$ cat src/rtl/turn_signal_sequencer.sv
`default_nettype none
// ============================================================================
// Module   : turn_signal_sequencer
// Brief    : Debounced stalk/hazard inputs feeding a blink FSM with normal,
//            comfort (tap) and latched hazard modes, plus a piezo click pulse.
// Revision : 1.0
// ============================================================================
module turn_signal_sequencer #(
  parameter int HALF_PERIOD    = 5_000_000,
  parameter int DEBOUNCE       = 100_000,
  parameter int TAP_MAX        = 10_000_000,
  parameter int COMFORT_BLINKS = 3
) (
  input  logic       clk,
  input  logic       rst,
  input  logic       sw_turn_left,
  input  logic       sw_turn_right,
  input  logic       btn_hazard,
  output logic       turn_left,
  output logic       turn_right,
  output logic       click,
  output logic [2:0] state_dbg
);

  localparam int PH_W   = $clog2(HALF_PERIOD);
  localparam int DB_W   = $clog2(DEBOUNCE + 1);
  localparam int HOLD_W = (TAP_MAX < 1) ? 1 : $clog2(TAP_MAX + 1);
  localparam int ON_W   = $clog2(COMFORT_BLINKS + 1);

  localparam logic [PH_W-1:0]   PH_LAST  = PH_W'(HALF_PERIOD - 1);
  localparam logic [DB_W-1:0]   DB_LIMIT = DB_W'(DEBOUNCE);
  localparam logic [HOLD_W-1:0] HOLD_SAT = HOLD_W'(TAP_MAX);
  localparam logic [ON_W-1:0]   ON_SAT   = ON_W'(COMFORT_BLINKS);

  localparam logic [2:0] S_IDLE      = 3'd0;
  localparam logic [2:0] S_LEFT      = 3'd1;
  localparam logic [2:0] S_RIGHT     = 3'd2;
  localparam logic [2:0] S_COMFORT_L = 3'd3;
  localparam logic [2:0] S_COMFORT_R = 3'd4;
  localparam logic [2:0] S_HAZARD    = 3'd5;

  logic [2:0]        raw_in;
  logic [1:0]        sw_deb;
  logic              hazard_latched;

  logic [2:0]        state;
  logic [2:0]        state_n;
  logic              phase_on;
  logic              phase_n;
  logic [PH_W-1:0]   phase_cnt;
  logic [PH_W-1:0]   phase_cnt_n;
  logic [ON_W-1:0]   on_cnt;
  logic [ON_W-1:0]   on_cnt_n;
  logic [HOLD_W-1:0] hold_cnt;
  logic [HOLD_W-1:0] hold_cnt_n;

  logic              l_only;
  logic              r_only;
  logic              both;
  logic              wrap;
  logic              comfort_done;
  logic              restart;
  logic              click_n;

  assign raw_in = {btn_hazard, sw_turn_right, sw_turn_left};

  generate
    for (genvar i = 0; i < 3; i++) begin : g_input
      logic            sync1;
      logic            sync2;
      logic            deb_q;
      logic [DB_W-1:0] db_cnt;

      always_ff @(posedge clk) begin
        if (rst) begin
          sync1  <= 1'b0;
          sync2  <= 1'b0;
          deb_q  <= 1'b0;
          db_cnt <= '0;
        end else begin
          sync1 <= raw_in[i];
          sync2 <= sync1;
          if (sync2 != deb_q) begin
            if (db_cnt == DB_LIMIT) begin
              deb_q  <= sync2;
              db_cnt <= '0;
            end else begin
              db_cnt <= db_cnt + 1'b1;
            end
          end else begin
            db_cnt <= '0;
          end
        end
      end

      if (i < 2) begin : g_switch
        assign sw_deb[i] = deb_q;
      end else begin : g_hazard_latch
        // Toggle on the same edge the debounced button goes high.
        always_ff @(posedge clk) begin
          if (rst) begin
            hazard_latched <= 1'b0;
          end else if (sync2 && !deb_q && (db_cnt == DB_LIMIT)) begin
            hazard_latched <= ~hazard_latched;
          end
        end
      end
    end
  endgenerate

  assign l_only = sw_deb[0] & ~sw_deb[1];
  assign r_only = sw_deb[1] & ~sw_deb[0];
  assign both   = sw_deb[0] &  sw_deb[1];

  assign wrap         = (phase_cnt == PH_LAST);
  assign comfort_done = (on_cnt >= ON_SAT) && (!phase_on || wrap);

  always_comb begin
    state_n = state;
    if (hazard_latched) begin
      state_n = S_HAZARD;
    end else begin
      case (state)
        S_HAZARD: begin
          if (l_only)      state_n = S_LEFT;
          else if (r_only) state_n = S_RIGHT;
          else             state_n = S_IDLE;
        end
        S_IDLE: begin
          if (l_only)      state_n = S_LEFT;
          else if (r_only) state_n = S_RIGHT;
        end
        S_LEFT: begin
          if (both)            state_n = S_IDLE;
          else if (r_only)     state_n = S_RIGHT;
          else if (!sw_deb[0]) state_n = (hold_cnt < HOLD_SAT) ? S_COMFORT_L : S_IDLE;
        end
        S_RIGHT: begin
          if (both)            state_n = S_IDLE;
          else if (l_only)     state_n = S_LEFT;
          else if (!sw_deb[1]) state_n = (hold_cnt < HOLD_SAT) ? S_COMFORT_R : S_IDLE;
        end
        S_COMFORT_L: begin
          if (r_only)            state_n = S_RIGHT;
          else if (l_only)       state_n = S_LEFT;
          else if (comfort_done) state_n = S_IDLE;
        end
        S_COMFORT_R: begin
          if (l_only)            state_n = S_LEFT;
          else if (r_only)       state_n = S_RIGHT;
          else if (comfort_done) state_n = S_IDLE;
        end
        default: state_n = S_IDLE;
      endcase
    end
  end

  // Returning from comfort to the same side keeps the running blink.
  assign restart = (state_n == S_LEFT || state_n == S_RIGHT || state_n == S_HAZARD)
                && (state_n != state)
                && !((state == S_COMFORT_L) && (state_n == S_LEFT))
                && !((state == S_COMFORT_R) && (state_n == S_RIGHT));

  always_comb begin
    phase_cnt_n = wrap ? '0 : phase_cnt + 1'b1;
    phase_n     = phase_on ^ wrap;
    on_cnt_n    = on_cnt;
    if (wrap && !phase_on && (on_cnt < ON_SAT)) begin
      on_cnt_n = on_cnt + 1'b1;
    end
    if (state_n == S_IDLE) begin
      phase_cnt_n = '0;
      phase_n     = 1'b0;
      on_cnt_n    = '0;
    end else if (restart) begin
      phase_cnt_n = '0;
      phase_n     = 1'b1;
      on_cnt_n    = ON_W'(1);
    end
  end

  always_comb begin
    hold_cnt_n = '0;
    if (state_n == S_LEFT || state_n == S_RIGHT) begin
      if (state_n != state) begin
        hold_cnt_n = '0;
      end else if (hold_cnt != HOLD_SAT) begin
        hold_cnt_n = hold_cnt + 1'b1;
      end else begin
        hold_cnt_n = hold_cnt;
      end
    end
  end

  assign click_n = (state_n != S_IDLE) && (restart || wrap);

  always_ff @(posedge clk) begin
    if (rst) begin
      state      <= S_IDLE;
      phase_on   <= 1'b0;
      phase_cnt  <= '0;
      on_cnt     <= '0;
      hold_cnt   <= '0;
      turn_left  <= 1'b0;
      turn_right <= 1'b0;
      click      <= 1'b0;
    end else begin
      state      <= state_n;
      phase_on   <= phase_n;
      phase_cnt  <= phase_cnt_n;
      on_cnt     <= on_cnt_n;
      hold_cnt   <= hold_cnt_n;
      turn_left  <= phase_n && (state_n == S_LEFT  || state_n == S_COMFORT_L || state_n == S_HAZARD);
      turn_right <= phase_n && (state_n == S_RIGHT || state_n == S_COMFORT_R || state_n == S_HAZARD);
      click      <= click_n;
    end
  end

  assign state_dbg = state;

endmodule
`default_nettype wire
$ cat config.mk
export PLATFORM = sky130hd
export DESIGN_NAME = turn_signal_sequencer
export DESIGN_NICKNAME = d
export VERILOG_FILES = /design/src/rtl/turn_signal_sequencer.sv
export SDC_FILE = /design/constraint.sdc
export NUM_CORES = 1
export LEC_CHECK = 0
export BUFFER_PORTS_ARGS = -buffer_cell sky130_fd_sc_hd__buf_2
export CAP_MARGIN = 25
export CELL_PAD_IN_SITES_DETAIL_PLACEMENT = 1
export CELL_PAD_IN_SITES_GLOBAL_PLACEMENT = 1
export CORE_MARGIN = 5
export CORE_UTILIZATION = 50
export DETAILED_ROUTE_END_ITERATION = 10
export GPL_TIMING_DRIVEN = 0
export PLACE_DENSITY_LB_ADDON = 0.1
export SYNTH_ARGS = -nofsm -noshare
export SYNTH_HDL_FRONTEND = slang
export SYNTH_SLANG_ARGS = --single-unit
$ cat constraint.sdc
create_clock -name clk -period 7.15 [get_ports clk]
set_input_delay 1.0725 -clock clk [delete_from_list [all_inputs] [get_ports clk]]
set_output_delay 1.0725 -clock clk [all_outputs]
set_load 0.005 [all_outputs]
# Word-level counts from Yosys, hierarchy flattened
# Cells that the tools add are included.
[classes]
mux = 23
reduce_logical = 39
order_cmp = 3
bitwise_logic = 11
add_sub_neg = 6
n_eq_ne = 19
[op_table]
columns = ["operator", "count"]
rows = [
  ["17-bit by 1-bit adder with 17-bit output (second input constant)", 3],
  ["17-bit equality test (second input constant)", 3],
  ["3-bit 2-to-1 mux", 15],
  ["24-bit by 1-bit adder with 24-bit output (second input constant)", 1],
  ["24-bit < comparator (second input constant)", 1],
  ["24-bit inequality test (second input constant)", 1],
  ["23-bit by 1-bit adder with 23-bit output (second input constant)", 1],
  ["23-bit equality test (second input constant)", 1],
  ["3-bit one-hot mux with 6 select lines", 1],
  ["3-bit OR reduction", 5],
  ["1-bit logical AND", 13],
  ["3-bit by 2-bit equality test with 1-bit output (second input constant)", 4],
  ["3-bit equality test (second input constant)", 4],
  ["1-bit logical OR", 8],
  ["1-bit inverter", 7],
  ["3-bit by 1-bit equality test with 1-bit output (second input constant)", 2],
  ["3-bit zero test", 2],
  ["2-bit 2-to-1 mux", 3],
  ["2-bit AND reduction", 3],
  ["1-bit zero test", 4],
  ["1-bit 2-to-1 mux", 4],
  ["4-bit OR reduction", 1],
  ["1-bit bitwise AND", 3],
  ["1-bit inequality test", 3],
  ["8 further kinds", 8],
]
[word_totals]
wordCells = 123
output_inout_bits = 6
ff_bits = 117

# Longest topological paths before layout
# Gate-level depths: netlist (run 1).
[depth]
word_depth = 17
mapped_depth = 16
depth_no_buf = 14

# Worst setup path before layout (run 1)
# No wires, ideal clock.
[synth_timing]
path_type = "register -> register"
from = "register phase_cnt[0]"
to = "register phase_cnt[9]"
path_stages_with_launch = 17
setup_ns = 0.088
arrival_ns = 3.166
t_required_ns = 7.062
synth_period_minus_slack_ns = 3.254
n_path_buf = 2
setup_slack_ns = 3.896
path_cell_list = "dfxtp_1 > ha_1 > nand3_1 > nor2_1 > nand2_1 > nor3_1 > inv_1 > ha_1 > nand2b_1 > nand3_1 > maj3_2 > o22a_1 > clkbuf_1 > a221oi_1 > o311a_4 > buf_6 > nor4_4"
[synth_via]
elab_chain_len = 15
[synth_lines]
columns = ["element", "line_no", "source"]
rows = [
  ["start: declaration", "50", "logic [PH_W-1:0] phase_cnt;"],
  ["start signal: assignment", "210", "phase_cnt <= phase_cnt_n;"],
  ["23-bit equality test", "115", "assign wrap = (phase_cnt == PH_LAST);"],
  ["1-bit logical OR", "116", "assign comfort_done = (on_cnt >= ON_SAT) && (!phase_on || wrap);"],
  ["1-bit logical AND", "116", ""],
  ["3-bit 2-to-1 mux", "146, 151", ""],
  ["3-bit 2-to-1 mux, on equally long branches", "150, 145", ""],
  ["3-bit 2-to-1 mux, on equally long branches", "149, 144", ""],
  ["3-bit one-hot mux with 6 select lines", "123", "case (state)"],
  ["3-bit 2-to-1 mux", "120", "if (hazard_latched) begin"],
  ["3-bit by 1-bit equality test with 1-bit output or 3-bit by 2-bit equality test with 1-bit output (tied branches)", "159, 161, 162", ""],
  ["1-bit logical OR (2 in a row)", "159", "assign restart = (state_n == S_LEFT || state_n == S_RIGHT || state_n == S_HAZARD)"],
  ["1-bit logical AND", "160", "&& (state_n != state)"],
  ["1-bit logical AND", "161", "&& !((state == S_COMFORT_L) && (state_n == S_LEFT))"],
  ["1-bit logical AND", "162", "&& !((state == S_COMFORT_R) && (state_n == S_RIGHT));"],
  ["4-bit OR reduction (no line)", "-", ""],
]
# Several ways; a longest one is shown, not always the timed one.
# A chain may end at the register's enable or synchronous reset.

# Worst setup path in the final report (run 1)
[layout_timing]
from = "register phase_cnt[0]"
to = "register click"
[layout_via]
elab_chain_len = 16
[layout_lines]
columns = ["element", "line_no", "source"]
rows = [
  ["23-bit equality test (*)", "115", ""],
  ["1-bit logical OR", "116", ""],
  ["1-bit logical AND", "116", ""],
  ["3-bit 2-to-1 mux", "146, 151", ""],
  ["3-bit 2-to-1 mux, on equally long branches", "150, 145", ""],
  ["3-bit 2-to-1 mux, on equally long branches", "149, 144", ""],
  ["3-bit one-hot mux with 6 select lines", "123", ""],
  ["3-bit 2-to-1 mux", "120", ""],
  ["3-bit by 1-bit equality test with 1-bit output or 3-bit by 2-bit equality test with 1-bit output (tied branches)", "159, 161, 162", ""],
  ["1-bit logical OR (2 in a row)", "159", ""],
  ["1-bit logical AND", "160", ""],
  ["1-bit logical AND", "161", ""],
  ["1-bit logical AND", "162", ""],
  ["1-bit logical OR", "195", "assign click_n = (state_n != S_IDLE) && (restart || wrap);"],
  ["1-bit logical AND (*)", "195", ""],
  ["end signal: assignment", "215", "click <= click_n;"],
  ["end: declaration", "21", "output logic click,"],
]
# Every way passes the cells marked *; elsewhere a longest branch is shown, timed or not.

==> results of run 1 <==
cell usage after synthesis (2+ instances only):
cell,instances
a211o_1,3
a21boi_0,2
a21oi_1,11
a221oi_1,3
and2_1,8
and3_1,27
and4_1,2
buf_2,3
buf_6,3
clkbuf_1,11
dfxtp_1,117
ha_1,13
inv_1,22
mux2i_1,5
nand2_1,37
nand2b_1,3
nand3_1,47
nand4_1,19
nor2_1,97
nor2b_1,8
nor3_1,24
nor3b_1,3
nor4_1,9
nor4_2,6
nor4b_1,5
o21ai_0,8
o31ai_1,2
o32ai_1,2
or3_1,10
or4_1,2
xnor2_1,40
xor2_1,46
flip-flops by register name (all words and copies together) (netlist names):
register        count
g_input.db_cnt     51
hold_cnt           24
phase_cnt          23
g_input.deb_q       3
g_input.sync1       3
g_input.sync2       3
state_dbg           3
on_cnt              2
click               1
hazard_latched      1
phase_on            1
turn_left           1
turn_right          1
per-layer routing:
metal	GRT usage	wire (um)	up-vias
li1	-	-	2213
met5	0	0	-
met3	0.0511	311	16
met1	0.246	5690	2194
met4	0.0775	153	0
met2	0.386	6780	38
worst max-delay path by stage:
stage,depth (start not counted),to,from
2_1_floorplan,16,phase_cnt[9],phase_cnt[0]
3_3_place_gp,16,click,phase_cnt[0]
3_5_place_dp,16,click,phase_cnt[0]
4_1_cts,16,click,phase_cnt[0]
5_1_grt,16,click,phase_cnt[0]
6_report,16,click,phase_cnt[0]
kinds of logic after synthesis:
group,count (synthesis),share of synthesized area
AOI/OAI and AO/OA,45,0.0639
adders and majority gates,14,0.0316
xor gates and xnor gates,86,0.137
DFF,117,0.426
buffers and inverters,40,0.0328
and+or+nand+nor,316,0.300
muxes,5,0.00910
worst max-delay path, delay by kind of cell (launching register included):
kind / cells / cell delay, ns
adders and majority gates: 3 / 0.62
DFF: 1 / 0.41
buffers and inverters: 3 / 0.83
and+or+nand+nor: 7 / 1.43
AOI/OAI and AO/OA: 3 / 0.69
area by class of cell:
class	instances	area (um^2)	area share
inverter	22	82.6	0.0131
clock buffer	24	500	0.0792
sequential	117	2340	0.371
tap	140	175	0.0277
clock inverter	8	95.1	0.0151
timing repair buffer	9	45.0	0.00713
buffer	18	97.6	0.0155
multi-input combinational	466	2980	0.471
power groups by stage:
stage          clock [mW]  combinational (mW)  sequential [mW]
6_report            0.838             0.00969            0.656
5_1_grt             0.885              0.0110            0.656
4_1_cts             0.855             0.00992            0.656
3_5_place_dp            0             0.00962            0.670
3_3_place_gp            0             0.00942            0.670
2_1_floorplan           0             0.00621            0.669
==> metrics.md, run 1 <==
| Metric | Value |
|---|---|
| Reg2reg path depth | 16 |
| Root Buffer Master | clkbuf_8 |
| TNS Setup | 0 ns |
| Pre-CTS setup slack | ~3.1 ns |
| Mapped Cells | 623 |
| Static Leak | roughly 2.1 nW |
| Commonest non-fill, non-tap cell in the layout | dfxtp_1 |
| Drt initial violations | 257 |
| FP Rows | 38 |
| Drt total wl | 12900 um |
| Wire length per cell | about 16 um |
| Switching Share | 0.197 |
| Drt drc | 0 |
| Worst vdd rail ir drop | 0.182 mV |
| Post-route ant nets | 0 |
| Critical R2R Capture | click |
| Most used cell along the critical path | nand3_1 |
| Setup violators final | 0 |
| Sequential area share after synthesis | 0.426 |
| Clock skew | approximately 0.0085 ns |
| Yosys top cell area share | 0.426 |
| Pins Over Slew Limit | 0 |
| #FFs+latches synth | roughly 120 |
| Routability Congestion | between 0.7 and 0.8 |
| Worst Hold Class | reg -> reg |
| CP endpoint kind | flip-flop |
| Critical path arrival | about 4.5 ns |
| Final hold violation count | 0 |
| CP Class | reg -> reg |
| Area delta synth->final | 14.8% |
| Share of cells above drive strength 1 | 0.0979 |
| Fmax achieved | between 200 and 250 MHz |
| Slew @ Worst Pin | between 0.7 and 0.8 ns |
| Initial Utilization | 0.510 |
| Netlist cell types | 57 |
| HPWL Detailed | slightly below 9000 um |
| Hold-fix buffers, CTS | 0 |
| Largest net degree at the start of global routing | 17 |
| Non-Filler Instances | about 800 |
| Top post-synthesis cells by area | dfxtp_1 43%, xor2_1 7.3%, nor2_1 6.6% |
| Clk pin slew, worst setup/hold paths | ~0.050 ns |
| Total of max-cap violations | 0 |
| Placed Instances | 772 |
| Worst path max stage delay | 0.47 ns |
| Clock network power share | 0.557 |
| Cell Pwr Density | 238 nW/um^2 |
| Clk sinks | 117 |
| Hold Crit Start | g_input[2].sync1 |
| RSZ-0062 raised after global routing | no |
| R2R Path Start | phase_cnt[0] |
| Syn_nets | 641 |
| Final Core Density | 0.585 |
| Reg2Reg Setup Slack | around 3.0 ns |
| Worst Hold Depth | 1 |
| GRT Overall Usage | 0.214 |
| Post-DR vias/cell | about 5.5 |
| Die height | roughly 110 um |
| Minimum clock period | ~4.1 ns |
| WHS Endpoint | g_input[2].sync2 |
| Nets | 669 |
| Clock Latency Late Sink | around 0.52 ns |
| Status | finished clean |
| Cts repair resizes | 0 |
| Final worst setup slack | a little over 3 ns |
| Comb power frac | 0.006 |
| Sequential power share | 0.436 |
| Commonest cells after routing, fill and taps aside | 117 x dfxtp_1, 97 x nor2_1, 47 x nand3_1 |
| Total number of vias | roughly 4500 |
| Die area | about 13000 um^2 |
| Number of global-route vias before repair | a little under 5000 |
| Critical path, cell by cell | ha_1 > nand3_1 > nor2_1 > nand2_1 > nor3_1 > inv_1 > ha_1 > nand2b_1 > nand3_1 > maj3_2 > o22a_1 > clkbuf_1 > nand3_1 > o21ai_2 > buf_2 > a21oi_1 |
| Hold slack | 0.439 ns |
| Die width | about 110 um |
| Tot Pwr | ~1.5 mW |
| Most area-hungry cell type in the Yosys netlist | dfxtp_1 |
| Sw Pwr | between 0.2 and 0.3 mW |
| DP Area | 5720 um^2 |
| Port Buffers | 9 |
| Worst slew margin | 0.525 |
| Worst EP required | 7.52 ns |
| Clock Tree Buf Depth | 2 |
| Grt ovf | 0 |
| Internal | around 1.2 mW |
| Post-synth EDFFs | 0 |
| Avg Inst Size Synth | 8.83 um^2 |
| Antenna violations before repair | 0 |
| 1st-pass router iterations | 4 |
| Core area | around 11000 um^2 |
| YS warnings | 0 |
| First-pass GRT wire length | ~23000 um |
| Ys flop type | dfxtp_1 |
| Crit path max fanout | 10 |
| Critical path's slowest cell | o21ai_2 |
| Final Cell Area | around 6300 um^2 |
| CTS tree | yes |
| Critical path startpoint category | flip-flop |
| Netlist Area Pre-Place | between 5000 and 6000 um^2 |
| Cts bufs inserted | 17 |
| Layout fillers | about 1300 |
| Number of diodes | 0 |
| Setup bufs post-CTS | 0 |
| Io pins | 11 |
| H-tree levels | 4 |
| Final period utilization | 0.578 |
| Ys async rst share | 0 |
No activity file was read; power rests on OpenSTA's default activity.
==> run 2: changes to the inputs <==
--- a/config.mk
+++ b/config.mk
@@ -5,12 +5,13 @@
 export SDC_FILE = /design/constraint.sdc
 export NUM_CORES = 1
 export LEC_CHECK = 0
+export ABC_AREA = 1
 export BUFFER_PORTS_ARGS = -buffer_cell sky130_fd_sc_hd__buf_2
 export CAP_MARGIN = 25
 export CELL_PAD_IN_SITES_DETAIL_PLACEMENT = 1
 export CELL_PAD_IN_SITES_GLOBAL_PLACEMENT = 1
 export CORE_MARGIN = 5
-export CORE_UTILIZATION = 50
+export CORE_UTILIZATION = 46
 export DETAILED_ROUTE_END_ITERATION = 10
 export GPL_TIMING_DRIVEN = 0
 export PLACE_DENSITY_LB_ADDON = 0.1
==> constraint.sdc (replaced) <==
create_clock -name clk -period 3.9 [get_ports clk]
set_input_delay 0.585 -clock clk [delete_from_list [all_inputs] [get_ports clk]]
set_output_delay 0.585 -clock clk [all_outputs]
set_load 0.005 [all_outputs]
==> run 2 against run 1 <==
Compared with the run above: final cell count up 22%; sequential power rose by 83%; sequential share of layout area is 1.2 points lower; utilization down 4.6 points; worst hold slack worse by 0.058 ns; highest routed layer unchanged; critical endpoint is now hold_cnt[9]; via count rose by 10%; synthesized cell count up 24%.
==> metrics.md, run 2 <==
| Metric | Value |
|---|---|
| Status | finished clean (unchanged) |
| Number of diodes | 0 (unchanged) |
| H-tree levels | 4 (unchanged) |
| FP Rows | 40 (was 38) |
| Grt ovf | 0 (unchanged) |
| Cts repair resizes | 0 (unchanged) |
| Mapped Cells | 772 (was 623) |
| Ys flop type | dfxtp_1 (unchanged) |
| Nets | 818 (was 669) |
| Clock Latency Late Sink | 0.41 ns (was 0.52 ns) |
| Final Cell Area | 6530 um^2 (was 6320 um^2) |
| Commonest cells after routing, fill and taps aside | 123 x inv_1, 121 x nand2_1, 117 x dfxtp_1 (was 117 x dfxtp_1, 97 x nor2_1, 47 x nand3_1) |
| Die height | 122 um (was 115 um) |
| Pins Over Slew Limit | 0 (unchanged) |
| Critical path startpoint category | flip-flop (unchanged) |
| Total number of vias | 4912 (was 4461) |
| Tot Pwr | 2.69 mW (was 1.50 mW) |
| DP Area | 5980 um^2 (was 5720 um^2) |
| GRT Overall Usage | 0.189 (was 0.214) |
| Hold slack | 0.382 ns (was 0.439 ns) |
| Die width | 122 um (was 115 um) |
| Clk sinks | 117 (unchanged) |
| Final Core Density | 0.539 (was 0.585) |
| Drt drc | 0 (unchanged) |
| Syn_nets | 790 (was 641) |
| Final hold violation count | 0 (unchanged) |
| Avg Inst Size Synth | 7.41 um^2 (was 8.83 um^2) |
| Ys async rst share | 0 (unchanged) |
| Largest net degree at the start of global routing | 17 (unchanged) |
| Wire length per cell | 13.1 um (was 16.1 um) |
| YS warnings | 0 (unchanged) |
| Most numerous cell in the Yosys netlist | inv_1 (was dfxtp_1) |
| Worst slew margin | 0.642 (was 0.525) |
| Yosys top cell area share | 0.409 (was 0.426) |
| Cts bufs inserted | 17 (unchanged) |
| Top Registers | g_input.db_cnt: 51 flops, hold_cnt: 24 flops, phase_cnt: 23 flops (unchanged) |
| 1st-pass router iterations | 4 (unchanged) |
| CP Class | reg -> reg (unchanged) |
| Top reg by flops | g_input.db_cnt (unchanged) |
| Top post-synthesis cells by area | dfxtp_1 41%, inv_1 8.1%, nand2_1 7.9% (was dfxtp_1 43%, xor2_1 7.3%, nor2_1 6.6%) |
| Commonest non-fill, non-tap cell in the layout | inv_1 (was dfxtp_1) |
| Cell Pwr Density | 412 nW/um^2 (was 238 nW/um^2) |
| Clock skew | 0.0104 ns (was 0.00854 ns) |
| Core area | 12100 um^2 (was 10800 um^2) |
| Drt initial violations | 189 (was 257) |
| Worst Hold Class | in -> reg (was reg -> reg) |
| Largest register FFs | 51 (unchanged) |
| TNS Setup | 0 ns (unchanged) |
| Clk pin slew, worst setup/hold paths | 0.05 ns (about the same) |
| Post-route ant nets | 0 (unchanged) |
| Share of cells above drive strength 1 | 0.135 (was 0.0979) |
| First-pass GRT wire length | 22700 um (was 22900 um) |
| Post-DR vias/cell | 5.01 (was 5.55) |
| Sequential area share after synthesis | 0.409 (was 0.426) |
| Port Buffers | 9 (unchanged) |
| Crit path max fanout | 10 (unchanged) |
| Placed Instances | 949 (was 772) |
| HPWL Detailed | 9660 um (was 8920 um) |
| Netlist cell types | 43 (was 57) |
| #FFs+latches synth | 117 (unchanged) |
| RSZ-0062 raised after global routing | no (unchanged) |
| Most area-hungry cell type in the Yosys netlist | dfxtp_1 (unchanged) |
| Non-Filler Instances | 980 (was 804) |
| Total of max-cap violations | 0 (unchanged) |
| Final worst setup slack | 0.436 ns (was 3.02 ns) |
| Top cells by count, synth | 123 x inv_1, 121 x nand2_1, 117 x dfxtp_1 (was 117 x dfxtp_1, 97 x nor2_1, 47 x nand3_1) |
| Drt total wl | 12800 um (was 12900 um) |
| Number of global-route vias before repair | 5069 (was 4901) |
| Initial Utilization | 0.472 (was 0.510) |
| CP endpoint kind | flip-flop (unchanged) |
| CTS tree | yes (unchanged) |
| Netlist Area Pre-Place | 5720 um^2 (was 5500 um^2) |
| Final period utilization | 0.888 (was 0.578) |
| Area delta synth->final | 14.2% (was 14.8%) |
| Antenna violations before repair | 0 (unchanged) |
| Pre-CTS setup slack | 0.474 ns (was 3.08 ns) |
| Setup bufs post-CTS | 0 (unchanged) |
| Clock Tree Buf Depth | 2 (unchanged) |
| Routability Congestion | 0.862 (was 0.783) |
| Hold-fix buffers, CTS | 0 (unchanged) |
| Slew @ Worst Pin | 0.538 ns (was 0.713 ns) |
| Fmax achieved | 289 MHz (was 242 MHz) |
| Setup violators final | 0 (unchanged) |
| Root Buffer Master | clkbuf_16 (was clkbuf_8) |
| Post-synth EDFFs | 0 (unchanged) |
| Io pins | 11 (unchanged) |
| Worst EP required | 4.19 ns (was 7.52 ns) |
| Minimum clock period | 3.46 ns (was 4.13 ns) |
| Worst vdd rail ir drop | 0.424 mV (was 0.182 mV) |
| Die area | 14800 um^2 (was 13200 um^2) |
| Critical path arrival | 3.75 ns (was 4.51 ns) |
| Static Leak | 2.33 nW (was 2.12 nW) |
## run 2: changes by cell type after synthesis, sizes merged, moves of 21 or more
cell and delta:
xnor2 -31, and3 -27, nor2 +21, inv +107, a21oi +36, xor2 -22
nand2 +91
## run 2: final cells by class
cell class              instances  area [um^2]
fillers                      1552         5580
multi-input cells             512         2800
flip-flops and latches        117         2340
inverters                     131          492
clock buffers                  21          450
well taps                     168          210
clock inverters                10          108
plain buffers                  12         82.6
repair buffers                  9         45.0
## run 2: power breakdown
part	internal (mW)	switching (mW)	total, mW
sequential	1.20	0.00197	1.20
clock	0.945	0.527	1.47
combinational	0.00607	0.0136	0.0197
## run 2: final timing paths
path / start / endpoint / slack, ns / cells after the start
max reg2reg: phase_cnt[0] / hold_cnt[9] / 0.44 / 21
min reg2reg: g_input[1].sync1 / g_input[1].sync2 / 0.43 / 2
min: sw_turn_left / g_input[0].sync1 / 0.38 / 3
max: phase_cnt[0] / hold_cnt[9] / 0.44 / 21
## run 2: worst max-delay path, cell delays in order (launching register included)
cell and delay [ns]:
dfxtp_1 0.36, ha_1 0.21, nand3_1 0.14, inv_2 0.10
nand2_1 0.07, nor3_1 0.25, nand3_1 0.26, ha_1 0.25
or2_2 0.33, nand3_1 0.08, a22oi_1 0.07, nor3_1 0.16
nand2_1 0.13, nand2_2 0.14, inv_2 0.06, nand2_1 0.06
nand2_1 0.05, nand2_1 0.09, inv_1 0.08, nand2_2 0.12
buf_2 0.24, nor2_1 0.08
## run 2: routing by layer
metal  global-route usage  share of wire  wire length [um]
met1                0.218           0.46              5840
met2                0.339           0.51              6520
met5                    0              0                 0
met4               0.0637          0.012               152
met3               0.0485          0.022               279
## run 2: cells by family (layout without fill, tap and decap cells)
| logic type | Yosys count | after routing | synth area share |
|---|---|---|---|
| xor+xnor | 33 | 33 | 0.0505 |
| buf+inv | 143 | 183 | 0.100 |
| compound gates | 77 | 77 | 0.0733 |
| simple gates | 389 | 389 | 0.338 |
| flops | 117 | 117 | 0.409 |
| fa+ha+maj | 13 | 13 | 0.0284 |
==> run 3: changes to the inputs <==
--- a/config.mk
+++ b/config.mk
@@ -12,6 +12,7 @@
 export CELL_PAD_IN_SITES_GLOBAL_PLACEMENT = 1
 export CORE_MARGIN = 5
 export CORE_UTILIZATION = 46
+export CTS_BUF_LIST = sky130_fd_sc_hd__clkbuf_16
 export DETAILED_ROUTE_END_ITERATION = 10
 export GPL_TIMING_DRIVEN = 0
 export PLACE_DENSITY_LB_ADDON = 0.1
==> run 3 against run 2 <==
Compared with the run above: global-route usage increased by 0.15 points; maximum frequency increased by 0.21%; clock-buffer cell count decreased by 4; non-clock buffer count unchanged; utilization decreased by 0.083 points; final area decreased by 0.15%; critical path type unchanged.
==> metrics.md, run 3 (synthesized netlist as in run 2, its figures left out) <==
| Metric | Value |
|---|---|
| Status | finished clean (unchanged) |
| Critical R2R Capture | hold_cnt[9] (unchanged) |
| Largest register FFs | 51 (unchanged) |
| Reg2reg path depth | 21 (unchanged) |
| Reg2Reg Setup Slack | 0.44 ns (about the same) |
| Post-route ant nets | 0 (unchanged) |
| Final period utilization | 0.886 (was 0.888) |
| Total of max-cap violations | 0 (unchanged) |
| Worst vdd rail ir drop | 0.257 mV (was 0.424 mV) |
| Top Registers | g_input.db_cnt: 51 flops, hold_cnt: 24 flops, phase_cnt: 23 flops (unchanged) |
| Critical path, cell by cell | ha_1 > nand3_1 > inv_2 > nand2_1 > nor3_1 > nand3_1 > ha_1 > or2_2 > nand3_1 > a22oi_1 > nor3_1 > nand2_1 > nand2_2 > inv_2 > nand2_1 > nand2_1 > nand2_1 > inv_1 > nand2_2 > buf_2 > nor2_1 (unchanged) |
| Commonest cells after routing, fill and taps aside | 126 x inv_1, 121 x nand2_1, 117 x dfxtp_1 (was 123 x inv_1, 121 x nand2_1, 117 x dfxtp_1) |
| Die height | 122 um (unchanged) |
| CP endpoint kind | flip-flop (unchanged) |
| Final hold violation count | 0 (unchanged) |
| RSZ-0062 raised after global routing | no (unchanged) |
| WP buf/inv | 4 (unchanged) |
| Cts repair resizes | 0 (unchanged) |
| Worst Hold Class | in -> reg (unchanged) |
| Drt initial violations | 215 (was 189) |
| GRT Overall Usage | 0.190 (was 0.189) |
| Drt total wl | 12900 um (was 12800 um) |
| Fmax achieved | 289 MHz (about the same) |
| Initial Utilization | 0.472 (unchanged) |
| Worst path max stage delay | 0.36 ns (about the same) |
| Die width | 122 um (unchanged) |
| Root Buffer Master | clkbuf_16 (unchanged) |
| Drt drc | 0 (unchanged) |
| Io pins | 11 (unchanged) |
| Cts bufs inserted | 17 (unchanged) |
| Pins Over Slew Limit | 0 (unchanged) |
| WHS Endpoint | g_input[0].sync1 (unchanged) |
| Static Leak | 2.34 nW (was 2.33 nW) |
| CTS tree | yes (unchanged) |
| Non-Filler Instances | 980 (unchanged) |
| Routability Congestion | 0.862 (unchanged) |
| Placed Instances | 949 (unchanged) |
| Worst slew margin | 0.643 (was 0.642) |
| R2R Path Start | phase_cnt[0] (unchanged) |
| Core area | 12100 um^2 (unchanged) |
| Commonest non-fill, non-tap cell in the layout | inv_1 (unchanged) |
| Crit path max fanout | 10 (unchanged) |
| Die area | 14800 um^2 (unchanged) |
| H-tree levels | 4 (unchanged) |
| Clock Latency Late Sink | 0.41 ns (about the same) |
| Top reg by flops | g_input.db_cnt (unchanged) |
| Number of global-route vias before repair | 5088 (was 5069) |
| TNS Setup | 0 ns (unchanged) |
| Cell Pwr Density | 409 nW/um^2 (was 412 nW/um^2) |
| Area delta synth->final | 14.0% (was 14.2%) |
| Sequential power share | 0.451 (was 0.446) |
| Internal | 2.12 mW (was 2.15 mW) |
| HPWL Detailed | 9660 um (unchanged) |
| Largest net degree at the start of global routing | 17 (unchanged) |
| Most used cell along the critical path | nand2_1 (unchanged) |
| Worst Hold Depth | 3 (unchanged) |
| Clk sinks | 117 (unchanged) |
| Critical path startpoint category | flip-flop (unchanged) |
| Nets | 818 (unchanged) |
| Hold Crit Start | sw_turn_left (unchanged) |
| Clock skew | 0.0115 ns (was 0.0104 ns) |
| Clk pin slew, worst setup/hold paths | 0.05 ns (about the same) |
| Number of diodes | 0 (unchanged) |
| Setup violators final | 0 (unchanged) |
| Grt ovf | 0 (unchanged) |
| Clock network power share | 0.542 (was 0.546) |
| Port Buffers | 9 (unchanged) |
| Total number of vias | 4908 (was 4912) |
| Hold-fix buffers, CTS | 0 (unchanged) |
| Minimum clock period | 3.46 ns (about the same) |
| Comb power frac | 0.007 (about the same) |
| Sw Pwr | 0.545 mW (was 0.543 mW) |
| Switching Share | 0.204 (was 0.202) |
| Worst EP required | 4.19 ns (about the same) |
| Critical path's slowest cell | dfxtp_1 (unchanged) |
| CP delay by family, top | simple AND/OR/NAND/NOR gates (unchanged) |
| First-pass GRT wire length | 22800 um (was 22700 um) |
| Wire length per cell | 13.2 um (was 13.1 um) |
| Share of cells above drive strength 1 | 0.134 (was 0.135) |
| CP Class | reg -> reg (unchanged) |
| Post-DR vias/cell | 5.01 (about the same) |
| FP Rows | 40 (unchanged) |
| Antenna violations before repair | 0 (unchanged) |
| Critical path arrival | 3.75 ns (about the same) |
| Setup bufs post-CTS | 0 (unchanged) |
| Clock Tree Buf Depth | 2 (unchanged) |
| 1st-pass router iterations | 4 (unchanged) |
| Slew @ Worst Pin | 0.535 ns (was 0.538 ns) |
run 3: changes by cell type in the layout (fill, tap and decap cells not counted):
cell,previous run,this run
clkbuf_1,7,4
inv_1,123,126
clkbuf_8,1,0
clkinv_1,2,3
run 3: power by group through the flow:
stage | Clock, mW | Sequential (mW) | Combinational (mW)
after detailed placement | 0 | 1.23 | 0.0196
after global routing | 1.55 | 1.20 | 0.0227
after floorplan | 0 | 1.23 | 0.0130
after global placement | 0 | 1.23 | 0.0185
after CTS | 1.49 | 1.20 | 0.0203
final | 1.45 | 1.20 | 0.0200
run 3: cell type report:
cell class,instances,area [um^2]
Fill cell,1556,5590
Tap cell,168,210
Clock inverter,14,123
Multi-Input combinational cell,512,2800
Sequential cell,117,2340
Timing Repair Buffer,9,45.0
Clock buffer,17,425
Buffer,12,82.6
Inverter,131,492
run 3: worst max-delay path by stage:
stage | start | to | slack [ns] | cells past startpoint
floorplan | phase_cnt[0] | phase_cnt[10] | 1.06 | 21
global placement | phase_cnt[0] | phase_cnt[3] | 0.59 | 21
detailed placement | phase_cnt[0] | hold_cnt[9] | 0.47 | 21
CTS | phase_cnt[0] | hold_cnt[9] | 0.43 | 21
global route | phase_cnt[0] | hold_cnt[9] | 0.09 | 21
finish | phase_cnt[0] | hold_cnt[9] | 0.44 | 21
run 3: layer usage:
layer | up-vias | wire, um | share of wire | global-route usage
met5 | - | 0 | 0 | 0
met4 | 0 | 146 | 0.011 | 0.0658
met3 | 12 | 294 | 0.023 | 0.0485
met2 | 36 | 6590 | 0.51 | 0.342
met1 | 2328 | 5870 | 0.45 | 0.219
li1 | 2532 | - | - | -
run 3: metrics by stage:
stage	hold slack, ns	power [mW]	cell area [um^2]	util	worst slack (ns)
after global placement	0.396	1.25	5980	0.493	0.592
after floorplan	0.388	1.24	5720	-	1.06
final	0.379	2.67	6520	0.539	0.444
after global routing	0.366	2.77	6520	0.539	0.0925
after detailed placement	0.405	1.25	5980	0.493	0.474
after CTS	0.364	2.71	6520	0.539	0.428
run 3: worst min-delay path, stage by stage:
cell and delay, ns:
buf_2 0.07, inv_1 0.03, nor2_1 0.06
